--- src/rtl/adder64_wb_pkg.sv ---
// ============================================================================
// Module      : adder64_wb_pkg
// Description : Shared definitions for the adder64 writeback queue.
// Revision    : 1.0
// ============================================================================
`default_nettype none

package adder64_wb_pkg;

  localparam int LEN_DATA_DEF = 64;

  localparam int NUM_FLAGS = 4;
  localparam int FLAG_N    = 3;
  localparam int FLAG_Z    = 2;
  localparam int FLAG_C    = 1;
  localparam int FLAG_V    = 0;

  typedef struct packed {
    logic a_msb;
    logic b_msb;
  } tag_t;

endpackage

`default_nettype wire

--- src/rtl/adder64_wb_fifo.sv ---
// ============================================================================
// Module      : wb_fifo
// Description : Synchronous FIFO with occupancy count; read data reads 0 when empty.
// Revision    : 1.0
// ============================================================================
`default_nettype none

module wb_fifo #(
  parameter int WIDTH = 2,
  parameter int DEPTH = 4
) (
  input  logic                   clk,
  input  logic                   rst_n,
  input  logic                   i_push,
  input  logic                   i_pop,
  input  logic [WIDTH-1:0]       i_wdata,
  output logic [WIDTH-1:0]       o_rdata,
  output logic [$clog2(DEPTH):0] o_count
);

  localparam int            c_aw   = $clog2(DEPTH);
  localparam logic [c_aw:0] c_full = (c_aw + 1)'(DEPTH);

  logic [WIDTH-1:0] r_mem [DEPTH];
  logic [c_aw-1:0]  r_wptr;
  logic [c_aw-1:0]  r_rptr;
  logic [c_aw:0]    r_count;

  logic w_empty;
  logic w_full;
  logic w_do_pop;
  logic w_do_push;

  assign w_empty   = (r_count == '0);
  assign w_full    = (r_count == c_full);
  assign w_do_pop  = i_pop & ~w_empty;
  // A full queue still accepts a push when the head leaves in the same cycle.
  assign w_do_push = i_push & (~w_full | w_do_pop);

  always_ff @(posedge clk) begin
    if (w_do_push) begin
      r_mem[r_wptr] <= i_wdata;
    end
  end

  always_ff @(posedge clk or negedge rst_n) begin
    if (!rst_n) begin
      r_wptr  <= '0;
      r_rptr  <= '0;
      r_count <= '0;
    end else begin
      if (w_do_push) begin
        r_wptr <= r_wptr + c_aw'(1);
      end
      if (w_do_pop) begin
        r_rptr <= r_rptr + c_aw'(1);
      end
      case ({w_do_push, w_do_pop})
        2'b10:   r_count <= r_count + (c_aw + 1)'(1);
        2'b01:   r_count <= r_count - (c_aw + 1)'(1);
        default: r_count <= r_count;
      endcase
    end
  end

  assign o_rdata = w_empty ? '0 : r_mem[r_rptr];
  assign o_count = r_count;

endmodule

`default_nettype wire

--- src/rtl/adder64_wb.sv ---
// ============================================================================
// Module      : adder64_wb
// Description : Pairs adder64 results with issue-time operand MSB tags and
//               queues {sum, flags, zero-byte mask} for a ready/valid consumer.
// Revision    : 1.0
// ============================================================================
`default_nettype none

module adder64_wb
  import adder64_wb_pkg::*;
#(
  parameter int DEPTH    = 4,
  parameter int LEN_DATA = LEN_DATA_DEF
) (
  input  logic                   clk,
  input  logic                   rst,
  input  logic                   en,
  input  logic                   valid,
  input  logic                   a_msb,
  input  logic                   b_msb,
  input  logic [LEN_DATA-1:0]    sum,
  input  logic                   cout,
  input  logic                   rdy,
  output logic                   out_valid,
  input  logic                   out_ready,
  output logic [LEN_DATA-1:0]    out_sum,
  output logic [NUM_FLAGS-1:0]   out_flags,
  output logic [LEN_DATA/8-1:0]  out_zmask,
  output logic                   err_ovf,
  output logic                   err_unmatched,
  output logic [$clog2(DEPTH):0] count
);

  localparam int                c_zw    = LEN_DATA / 8;
  localparam int                c_res_w = LEN_DATA + NUM_FLAGS + c_zw;
  localparam int                c_cw    = $clog2(DEPTH) + 1;
  localparam logic [c_cw-1:0]   c_full  = c_cw'(DEPTH);

  tag_t                  w_tag_in;
  tag_t                  w_tag_head;
  logic [c_cw-1:0]       w_tag_count;
  logic [c_cw-1:0]       w_res_count;
  logic                  w_tag_empty;
  logic                  w_tag_full;
  logic                  w_res_full;
  logic                  w_tag_push_req;
  logic                  w_tag_pop;
  logic                  w_tag_push_ok;
  logic                  w_res_pop;
  logic                  w_res_push_ok;
  logic                  w_unmatched;
  logic [NUM_FLAGS-1:0]  w_flags;
  logic [c_zw-1:0]       w_zmask;
  logic [c_res_w-1:0]    w_res_wdata;
  logic [c_res_w-1:0]    w_res_rdata;
  logic                  r_err_ovf;
  logic                  r_err_unmatched;

  assign w_tag_in      = '{a_msb: a_msb, b_msb: b_msb};
  assign w_tag_empty   = (w_tag_count == '0);
  assign w_tag_full    = (w_tag_count == c_full);
  assign w_res_full    = (w_res_count == c_full);

  assign w_tag_push_req = en & valid;
  assign w_tag_pop      = en & rdy & ~w_tag_empty;
  assign w_tag_push_ok  = w_tag_push_req & (~w_tag_full | w_tag_pop);
  assign w_res_pop      = out_valid & out_ready;
  // A matched result always consumes its tag, even if the result itself is dropped.
  assign w_res_push_ok  = w_tag_pop & (~w_res_full | w_res_pop);
  assign w_unmatched    = en & rdy & w_tag_empty;

  always_comb begin
    w_flags         = '0;
    w_flags[FLAG_N] = sum[LEN_DATA-1];
    w_flags[FLAG_Z] = (sum == '0);
    w_flags[FLAG_C] = cout;
    w_flags[FLAG_V] = (w_tag_head.a_msb == w_tag_head.b_msb) &&
                      (sum[LEN_DATA-1] != w_tag_head.a_msb);
  end

  for (genvar gi = 0; gi < c_zw; gi++) begin : g_zmask
    assign w_zmask[gi] = (sum[gi*8 +: 8] == 8'h00);
  end

  assign w_res_wdata = {sum, w_flags, w_zmask};

  wb_fifo #(
    .WIDTH ($bits(tag_t)),
    .DEPTH (DEPTH)
  ) u_tag_q (
    .clk     (clk),
    .rst_n   (rst),
    .i_push  (w_tag_push_ok),
    .i_pop   (w_tag_pop),
    .i_wdata (w_tag_in),
    .o_rdata (w_tag_head),
    .o_count (w_tag_count)
  );

  wb_fifo #(
    .WIDTH (c_res_w),
    .DEPTH (DEPTH)
  ) u_res_q (
    .clk     (clk),
    .rst_n   (rst),
    .i_push  (w_res_push_ok),
    .i_pop   (w_res_pop),
    .i_wdata (w_res_wdata),
    .o_rdata (w_res_rdata),
    .o_count (w_res_count)
  );

  always_ff @(posedge clk or negedge rst) begin
    if (!rst) begin
      r_err_ovf       <= 1'b0;
      r_err_unmatched <= 1'b0;
    end else begin
      if ((w_tag_push_req & ~w_tag_push_ok) | (w_tag_pop & ~w_res_push_ok)) begin
        r_err_ovf <= 1'b1;
      end
      if (w_unmatched) begin
        r_err_unmatched <= 1'b1;
      end
    end
  end

  assign out_valid     = (w_res_count != '0);
  assign {out_sum, out_flags, out_zmask} = w_res_rdata;
  assign err_ovf       = r_err_ovf;
  assign err_unmatched = r_err_unmatched;
  assign count         = w_res_count;

endmodule

`default_nettype wire

--- config.mk ---
export PLATFORM = sky130hd
export DESIGN_NAME = adder64_wb
export DESIGN_NICKNAME = d
export VERILOG_FILES = /design/src/rtl/adder64_wb_pkg.sv /design/src/rtl/adder64_wb_fifo.sv /design/src/rtl/adder64_wb.sv
export SDC_FILE = /design/constraint.sdc
export NUM_CORES = 1
export LEC_CHECK = 0
export ABC_AREA = 1
export CAP_MARGIN = 25
export CORE_AREA = 2 2 190 192
export CTS_BUF_LIST = sky130_fd_sc_hd__clkbuf_4 sky130_fd_sc_hd__clkbuf_8 sky130_fd_sc_hd__clkbuf_16
export DETAILED_ROUTE_END_ITERATION = 16
export DIE_AREA = 0 0 192 194
export PLACE_DENSITY = 0.59
export SETUP_SLACK_MARGIN = 0.4
export SLEW_MARGIN = 20
export SYNTH_ARGS = -nofsm -noshare
export SYNTH_HDL_FRONTEND = slang
export SYNTH_SLANG_ARGS = --single-unit
--- constraint.sdc ---
create_clock -name clk -period 4.2 [get_ports clk]
set_input_delay 0.84 -clock clk [delete_from_list [all_inputs] [get_ports clk]]
set_output_delay 0.84 -clock clk [all_outputs]
set_load 0.05 [all_outputs]
==> flow_summary.json, run 1 <==
{
  "cts_tree": "built",
  "core_area_sq_um": 35220,
  "synth_area_per_cell_sq_um": 12.01,
  "routedWlPerCell_um": 17.06,
  "fp.dieArea_sq_um": 37250,
  "cts_buffer_depth": 3,
  "finalSetupViolCount": 0,
  "startpoint_type": "flip-flop",
  "viasPerCell": 4.832,
  "hold_class": "flip-flop to flip-flop",
  "yosysTopAreaCell": "edfxtp_1",
  "mostFrequentLayoutCells": "nor2_1, edfxtp_1, o21ai_1, a21oi_1, clkdlybuf4s50_1",
  "synth-seq-area-share_pct": 73.10,
  "fin_ws_ns": 0.7303,
  "synth_cell_type_count": 28,
  "detail-route-antenna-nets": 0,
  "vdd_drop_max_mv": 0.7297,
  "cp-end-kind": "output pin",
  "hold_viol": 0,
  "synth_seq_cells": 324,
  "drv_slew": 0,
  "cts-root-buf": "clkbuf_16",
  "total_power_mw": 14.73,
  "synth_warnings": 0,
  "rsz0062_at_grt": "no",
  "nets": 1338,
  "final_common_cell": "nor2_1",
  "place_area_sq_um": 15750,
  "ios": 155,
  "start_util_pct": 37.48,
  "dieHeight_um": 194,
  "synth-edff-count": 308,
  "syn_inst": 1099,
  "r2r_slack_ns": 1.89,
  "grt_pass1_vias": 8383,
  "synthArstFlopShare_pct": 4.938,
  "cts_sinks": 324,
  "cp_max_fo": 52,
  "timing.final.crit_share_pct": 82.61,
  "port_buffers": 154,
  "cts.reportedPaths.clkPinSlew_ns": 0.06,
  "antenna_cells": 0,
  "cts_buffers": 35,
  "grtUsageTotal_pct": 15.96,
  "ys.flop_type": "edfxtp_1",
  "relSlewSlack_pct": 44.79,
  "cap_viol_max_count": 0,
  "synth_top_area_share_pct": 70.07,
  "grt_max_degree": 153,
  "gp_congestion": 0.7286,
  "drcViolationCount": 0,
  "critical_path_class": "flip-flop to output pin",
  "drt-initial-drc-count": 504,
  "gr-total-overflow": 0,
  "drt_pass1_iterations": 4,
  "crit_required_ns": 3.36,
  "routed-via-count": 8413,
  "area_growth_pct": 27.76,
  "final_area_sq_um": 16860,
  "grt_first_pass_wirelength_um": 46330,
  "fill_cells": 3090,
  "powerDensity_nw_per_um2": 873.6,
  "fp-row-count": 69,
  "wl_um": 29710,
  "postCtsResizedCells": 0,
  "arrival_ns": 2.63,
  "cts_setup_buffers": 0,
  "fin_worst_skew_ns": 0.01079,
  "syn_nets": 1184,
  "status": "complete, no violations",
  "preCtsSetupSlack_ns": 0.9568,
  "leakagePower_nw": 6.026,
  "worst_pin_slew_ns": 0.8262,
  "antenna_found_initial": 0,
  "fmax_mhz": 288.2,
  "synthTopCellsByArea": "edfxtp_1, nor2_1, o21ai_1",
  "synth_area_sq_um": 13200,
  "die_w_um": 192,
  "final.min_clock_period_ns": 3.470,
  "clkLatencyLatePin_ns": 0.51,
  "post-dp-hpwl_um": 18180,
  "htreeDepth": 2,
  "ctsHoldBuffers": 0,
  "layout-drive-gt1-share_pct": 13.05
}
==> cells in the mapped netlist, drive strengths merged, types with 3 or more instances <==
library cell,n
o21ai,155
clkbuf,15
inv,55
ha,10
a21oi,79
and2,4
nand2,37
nor2,349
dfrtp,16
buf,43
xnor2,3
xor2,6
edfxtp,308
nand3,10
nand4,5
==> cells by family (layout without fill, tap and decap cells) <==
family,Yosys count,count (layout),share of synthesized area (%)
fa+ha+maj,12,12,1.251
simple gates,406,406,11.93
buf+inv,113,294,4.190
xor+xnor,9,9,0.5972
flops,324,324,73.10
compound gates,235,235,8.929
==> through the flow <==
stage                     TNS (ns)  hold slack, ns  instances  util, %
after floorplan            -197.97          0.4840       1099        -
after global placement           0          0.4745       1677    44.71
after detailed placement         0          0.4651       1677    44.71
after CTS                        0          0.4906       1741    47.88
after global routing             0          0.4939       1741    47.88
final                            0          0.4814       1741    47.88
==> sequential cells by signal, indices dropped and copies added (netlist names) <==
register,cells
err_ovf,1
err_unmatched,1
u_res_q.o_count,3
u_res_q.r_mem,300
u_res_q.r_rptr,2
u_res_q.r_wptr,2
u_tag_q.o_count,3
u_tag_q.r_mem,8
u_tag_q.r_rptr,2
u_tag_q.r_wptr,2
==> layout make-up <==
| class | instances | area (sq um) | area share (%) |
|---|---|---|---|
| sequential | 324 | 9657 | 57.26 |
| multi-input combinational | 662 | 3033 | 17.98 |
| timing repair buffer | 175 | 2272 | 13.47 |
| clock buffer | 46 | 970.9 | 5.757 |
| tap | 461 | 576.8 | 3.420 |
| inverter | 55 | 210.2 | 1.246 |
| clock inverter | 18 | 145.1 | 0.8606 |
==> path summary, 6_finish.rpt <==
| kind | from | depth (start not counted) | to |
|---|---|---|---|
| worst min-delay path | err_unmatched | 1 | err_unmatched |
| worst max register to register | u_tag_q.o_count[1] | 11 | u_res_q.o_count[2] |
| worst max-delay path | u_res_q.r_rptr[1] | 6 | out_sum[63] |
| max in group asynchronous | rst | 1 | u_res_q.r_rptr[0] |
| worst min register to register | err_unmatched | 1 | err_unmatched |
| min in group asynchronous | rst | 1 | u_tag_q.o_count[0] |
==> critical path, stage by stage (launching register included) <==
cell and delay [ns]:
dfrtp_4 0.74, clkinv_2 0.11, buf_4 0.35, nor2_1 0.18
o21ai_1 0.07, a21oi_1 0.37, buf_4 0.28
==> where the power goes <==
group / switching, mW / leakage (nW) / internal [mW]
combinational: 4.84 / 2.49 / 2.77
clock: 1.20 / 0.560 / 1.76
sequential: 0.200 / 2.98 / 3.96
==> routing by layer <==
metal	vias to the layer above	GRT usage, %	wire, um
met3	48	2.842	1612
met1	4040	22.48	13660
li1	4111	-	-
met2	214	25.48	13810
met4	0	4.354	626
met5	-	0	0
Power figures use the tool's default switching activity.
==> run 2: changes to the inputs <==
clock period = 3.1 ns   (was 4.2 ns; I/O delays follow)
==> run 2 against run 1 <==
Compared with the run above: largest power group unchanged; worst hold slack better by 0.015 ns; sequential power up 34%; die area unchanged; critical path type unchanged; critical endpoint is now out_sum[27]; highest routed layer unchanged; design area up 9.8%; global-route usage up 1.9 points; largest cell class unchanged.
==> flow_summary.json, run 2 (same netlist as run 1, synthesis figures left out) <==
{
  "grt_first_pass_wirelength_um": 51290,
  "slowest_delay_ns": 0.44,
  "fp-row-count": 69,
  "slowest_stage": "dfrtp_4",
  "crit_required_ns": 2.48,
  "cts_buffer_depth": 3,
  "detail-route-antenna-nets": 0,
  "routed-via-count": 8833,
  "cts_sinks": 324,
  "leakagePower_nw": 6.618,
  "area_growth_pct": 40.30,
  "cts-root-buf": "clkbuf_16",
  "gp_congestion": 0.7437,
  "fmax_mhz": 362.6,
  "crit_chain": "buf_12 > buf_16 > clkbuf_16 > nor2_1 > nor2_1 > o21ai_1 > a21oi_2 > buf_12",
  "combPwrFrac_pct": 59.0,
  "final.min_clock_period_ns": 2.758,
  "layout-drive-gt1-share_pct": 24.87,
  "largest_reg_flops": 300,
  "vdd_drop_max_mv": 0.9702,
  "htreeDepth": 2,
  "relSlewSlack_pct": 50.24,
  "status": "complete, no violations",
  "fp.dieArea_sq_um": 37250,
  "nets": 1387,
  "ios": 155,
  "finalSetupViolCount": 0,
  "rr_worst_depth": 11,
  "post-dp-hpwl_um": 17720,
  "drt-initial-drc-count": 706,
  "viasPerCell": 4.948,
  "fin_ws_ns": 0.3424,
  "core_area_sq_um": 35220,
  "dieHeight_um": 194,
  "start_util_pct": 37.48,
  "pwr-share-seq_pct": 24.1,
  "wl_um": 34370,
  "cap_viol_max_count": 0,
  "mostFrequentLayoutCells": "nor2_1, edfxtp_1, o21ai_1, buf_12, clkdlybuf4s50_1",
  "largestRegisters": "u_res_q.r_mem (300), u_tag_q.r_mem (8)",
  "clkPwrFrac_pct": 16.9,
  "grtUsageTotal_pct": 17.87,
  "cts_tree": "built",
  "fill_cells": 2919,
  "drt_pass1_iterations": 5,
  "critical_path_class": "flip-flop to output pin",
  "arrival_ns": 2.14,
  "die_w_um": 192,
  "cp-end-kind": "output pin",
  "worst_pin_slew_ns": 0.7440,
  "antenna_found_initial": 1,
  "hold_class": "flip-flop to flip-flop",
  "fin_cells": 1785,
  "clkLatencyLatePin_ns": 0.52,
  "place_inst": 1678,
  "grt_pass1_vias": 8898,
  "startpoint_type": "flip-flop",
  "powerDensity_nw_per_um2": 1250,
  "worstHoldPathCells": 1,
  "intPower_mw": 13.55,
  "p_switching_mw": 9.600,
  "timing.final.crit_share_pct": 88.95,
  "regMostFlops": "u_res_q.r_mem",
  "timing.hold.ws_ns": 0.4965,
  "cp_max_fo": 7,
  "preCtsSetupSlack_ns": 0.4494,
  "drcViolationCount": 0,
  "fin_worst_skew_ns": 0.01244,
  "cts.reportedPaths.clkPinSlew_ns": 0.06,
  "rsz0062_at_grt": "yes",
  "port_buffers": 154,
  "gr-total-overflow": 0,
  "grt_max_degree": 76,
  "hold_viol": 0,
  "cts_buffers": 35,
  "swShare_pct": 41.47,
  "routedWlPerCell_um": 19.25,
  "final_common_cell": "nor2_1",
  "drv_slew": 0
}
-- run 2: layout make-up --
cell class / count / area (sq um) / area share (%)
tap: 461 / 576.8 / 3.114
timing repair inverter: 2 / 25.02 / 0.1351
antenna: 1 / 2.502 / 0.01351
timing repair buffer: 222 / 3472 / 18.75
sequential: 324 / 9657 / 52.14
multi-input combinational: 662 / 3491 / 18.85
clock buffer: 46 / 975.9 / 5.270
clock inverter: 12 / 93.84 / 0.5067
inverter: 55 / 226.5 / 1.223
-- run 2: what timing repair did --
action / CTS / global route
setup buffers: 22 / 7
setup endpoints to repair: 77 / 77
cloned: 11 / 8
resized for setup: 83 / 108
pin swaps: 22 / 55
hold buffers: 0 / 0
-- run 2: power groups by stage --
stage | combinational (mW) | sequential, mW | clock [mW]
final | 13.7 | 5.58 | 3.90
after global routing | 14.4 | 5.63 | 4.13
after CTS | 13.0 | 5.56 | 3.98
after detailed placement | 11.5 | 5.69 | 0
after global placement | 11.4 | 5.68 | 0
after floorplan | 6.18 | 5.72 | 0
-- run 2: final timing paths --
path	startpoint	end	slack, ns
worst max-delay path	u_res_q.r_rptr[0]	out_sum[27]	0.34
worst min-delay path	err_unmatched	err_unmatched	0.50
worst max register to register	u_tag_q.o_count[1]	u_res_q.o_count[2]	0.97
worst min register to register	err_unmatched	err_unmatched	0.50
max in group asynchronous	rst	u_res_q.r_rptr[0]	2.00
min in group asynchronous	rst	err_unmatched	0.55
-- run 2: worst max-delay path, delay by kind of cell (launching register included) --
family,cells,cell delay [ns]
buffers and inverters,4,0.69
flip-flops,1,0.44
AO/OA/AOI/OAI,2,0.32
AND/OR/NAND/NOR,2,0.15
-- run 2: stage by stage --
stage	TNS, ns	power, mW	area [sq um]	util [%]
after floorplan	-121.67	11.90	13210	-
after global placement	0	17.10	16140	45.81
after detailed placement	0	17.17	16140	45.81
after CTS	0	22.53	18010	51.12
after global routing	0	24.17	18520	52.57
final	0	23.15	18520	52.58
-- run 2: per-layer routing --
metal  track usage, %  part of all wire (%)  vias up
li1                 -                     -     4214
met5                0                     0        -
met2            29.95                    50      255
met3            2.860                   5.7       46
met4            4.100                   1.9        0
met1            24.46                    43     4318
==> run 3: changes to the inputs <==
CAP_MARGIN = 15   (was 25)
CTS_CLUSTER_DIAMETER = 30   (was unset)
==> run 3 against run 2 <==
Compared with the run above: worst setup slack got worse by 0.041 ns; die area is the same; design area increased by 9.3%; non-clock buffer count is 11 higher; cell count rose by 4.3%; critical endpoint is now out_zmask[4].
==> flow_summary.json, run 3 (same netlist as run 1, synthesis figures left out) <==
{
  "dieHeight_um": 194,
  "worst_pin_slew_ns": 0.7687,
  "relSlewSlack_pct": 48.59,
  "rsz0062_at_grt": "yes",
  "fmax_mhz": 357.3,
  "viasPerCell": 5.039,
  "start_util_pct": 37.48,
  "cts-root-buf": "clkbuf_16",
  "gr-total-overflow": 0,
  "fp-row-count": 69,
  "worstHoldPathCells": 2,
  "die_w_um": 192,
  "drt_pass1_iterations": 8,
  "hold_class": "flip-flop to flip-flop",
  "fin_worst_skew_ns": 0.02385,
  "core_area_sq_um": 35220,
  "final_area_sq_um": 20250,
  "gp_congestion": 0.7437,
  "grtUsageTotal_pct": 18.37,
  "crit_required_ns": 2.48,
  "reg2reg_from": "u_tag_q.o_count[1]",
  "cp-end-kind": "output pin",
  "fill_cells": 2737,
  "r2r_slack_ns": 0.95,
  "place_inst": 1678,
  "fin_cells": 1861,
  "cts_tree": "built",
  "drt-initial-drc-count": 701,
  "timing.hold.ws_ns": 0.4985,
  "largestRegisters": "u_res_q.r_mem (300), u_tag_q.r_mem (8)",
  "critical_path_class": "flip-flop to output pin",
  "fp.dieArea_sq_um": 37250,
  "cts_buffers": 69,
  "grt_max_degree": 76,
  "ios": 155,
  "clkLatencyLatePin_ns": 0.55,
  "routedWlPerCell_um": 19.88,
  "antenna_cells": 0,
  "nets": 1432,
  "antenna_found_initial": 0,
  "post-dp-hpwl_um": 17720,
  "timing.final.crit_share_pct": 90.27,
  "port_buffers": 154,
  "status": "complete, no violations",
  "r2r_end": "u_res_q.o_count[2]",
  "routed-via-count": 9377,
  "cap_viol_max_count": 0,
  "wl_um": 36990,
  "final_common_cell": "edfxtp_1",
  "grt_first_pass_wirelength_um": 52340,
  "place_area_sq_um": 16140,
  "leakagePower_nw": 7.402,
  "drcViolationCount": 0,
  "regMostFlops": "u_res_q.r_mem",
  "htreeDepth": 3,
  "hold_start": "err_ovf",
  "grt_pass1_vias": 9128,
  "final.min_clock_period_ns": 2.798,
  "layout-drive-gt1-share_pct": 29.64,
  "detail-route-antenna-nets": 0,
  "startpoint_type": "flip-flop",
  "mostFrequentLayoutCells": "edfxtp_1, nor2_1, o21ai_1, buf_12, clkbuf_16",
  "hold_viol": 0,
  "powerDensity_nw_per_um2": 1358,
  "drv_slew": 0,
  "hold_end": "err_ovf",
  "arrival_ns": 2.18,
  "ctsHoldBuffers": 0,
  "vdd_drop_max_mv": 0.9208,
  "cp_max_fo": 5,
  "largest_reg_flops": 300,
  "area_growth_pct": 53.42,
  "rr_worst_depth": 11,
  "cts_buffer_depth": 3,
  "cts.reportedPaths.clkPinSlew_ns": 0.04,
  "finalSetupViolCount": 0,
  "cts_sinks": 324
}
-- run 3: changes by cell type in the layout (fill, tap and decap cells not counted), sizes merged --
cell,previous run,this run
clkbuf,54,95
clkinv,11,24
bufinv,1,12
clkinvlp,0,7
buf,136,142
clkdlybuf4s15,1,0
diode,1,0
-- run 3: repair_timing --
action,CTS,global route
setup endpoints to repair,77,76
setup buffers,18,11
pin swaps,32,71
gates cloned,11,19
resized for setup,86,129
-- run 3: final cells by class --
class,instances,area [sq um],area share (%)
Timing Repair inverter,2,25.02,0.1236
Inverter,55,245.2,1.211
Multi-Input combinational cell,662,3555,17.55
Clock buffer,81,1858,9.175
Sequential cell,324,9657,47.68
Timing Repair Buffer,233,3760,18.57
Tap cell,461,576.8,2.848
Clock inverter,43,575.6,2.842
-- run 3: worst max path at each step --
stage                                  start             endpoint  slack, ns  cells after the start
after floorplan           u_res_q.o_count[0]  u_res_q.r_mem[0][0]      -0.41                      4
after global placement                    en   u_res_q.o_count[2]       0.48                     12
after detailed placement                  en   u_res_q.o_count[2]       0.45                     12
after CTS                  u_res_q.r_rptr[0]         out_zmask[6]       0.31                      6
after global routing       u_res_q.r_rptr[0]         out_zmask[4]       0.23                      9
final                      u_res_q.r_rptr[0]         out_zmask[4]       0.30                      9
-- run 3: worst max-delay path: stages, from the launching register on --
cell and delay [ns]:
dfrtp_4 0.43, buf_12 0.14, buf_12 0.10, buf_12 0.12, clkbuf_16 0.16, nor2_1 0.06
nor2_1 0.10, o21ai_1 0.09, a21oi_2 0.26, buf_12 0.17
-- run 3: report_power, final --
part | internal, mW | switching [mW] | leakage (nW) | total, mW
Clock | 5.28 | 2.31 | 1.18 | 7.59
Combinational | 6.25 | 8.05 | 3.24 | 14.3
Sequential | 5.39 | 0.224 | 2.98 | 5.61
Total | 16.9 | 10.6 | 7.40 | 27.5
-- run 3: stage by stage --
stage          setup WS (ns)  total power, mW  util [%]  TNS, ns
2_1_floorplan        -0.4056            11.90         -  -121.67
3_3_place_gp          0.4793            17.10     45.81        0
3_5_place_dp          0.4494            17.17     45.81        0
4_1_cts               0.3142            26.24     54.99        0
5_1_grt               0.2316            28.55     57.50        0
6_report              0.3016            27.50     57.50        0
-- run 3: metal layers --
layer  up-vias  part of all wire [%]  track usage (%)
li1       4350                     -                -
met1      4618                    42            25.05
met2       353                    49            29.70
met3        56                   7.0            3.765
met4         0                   1.8            5.372
met5         -                     0                0
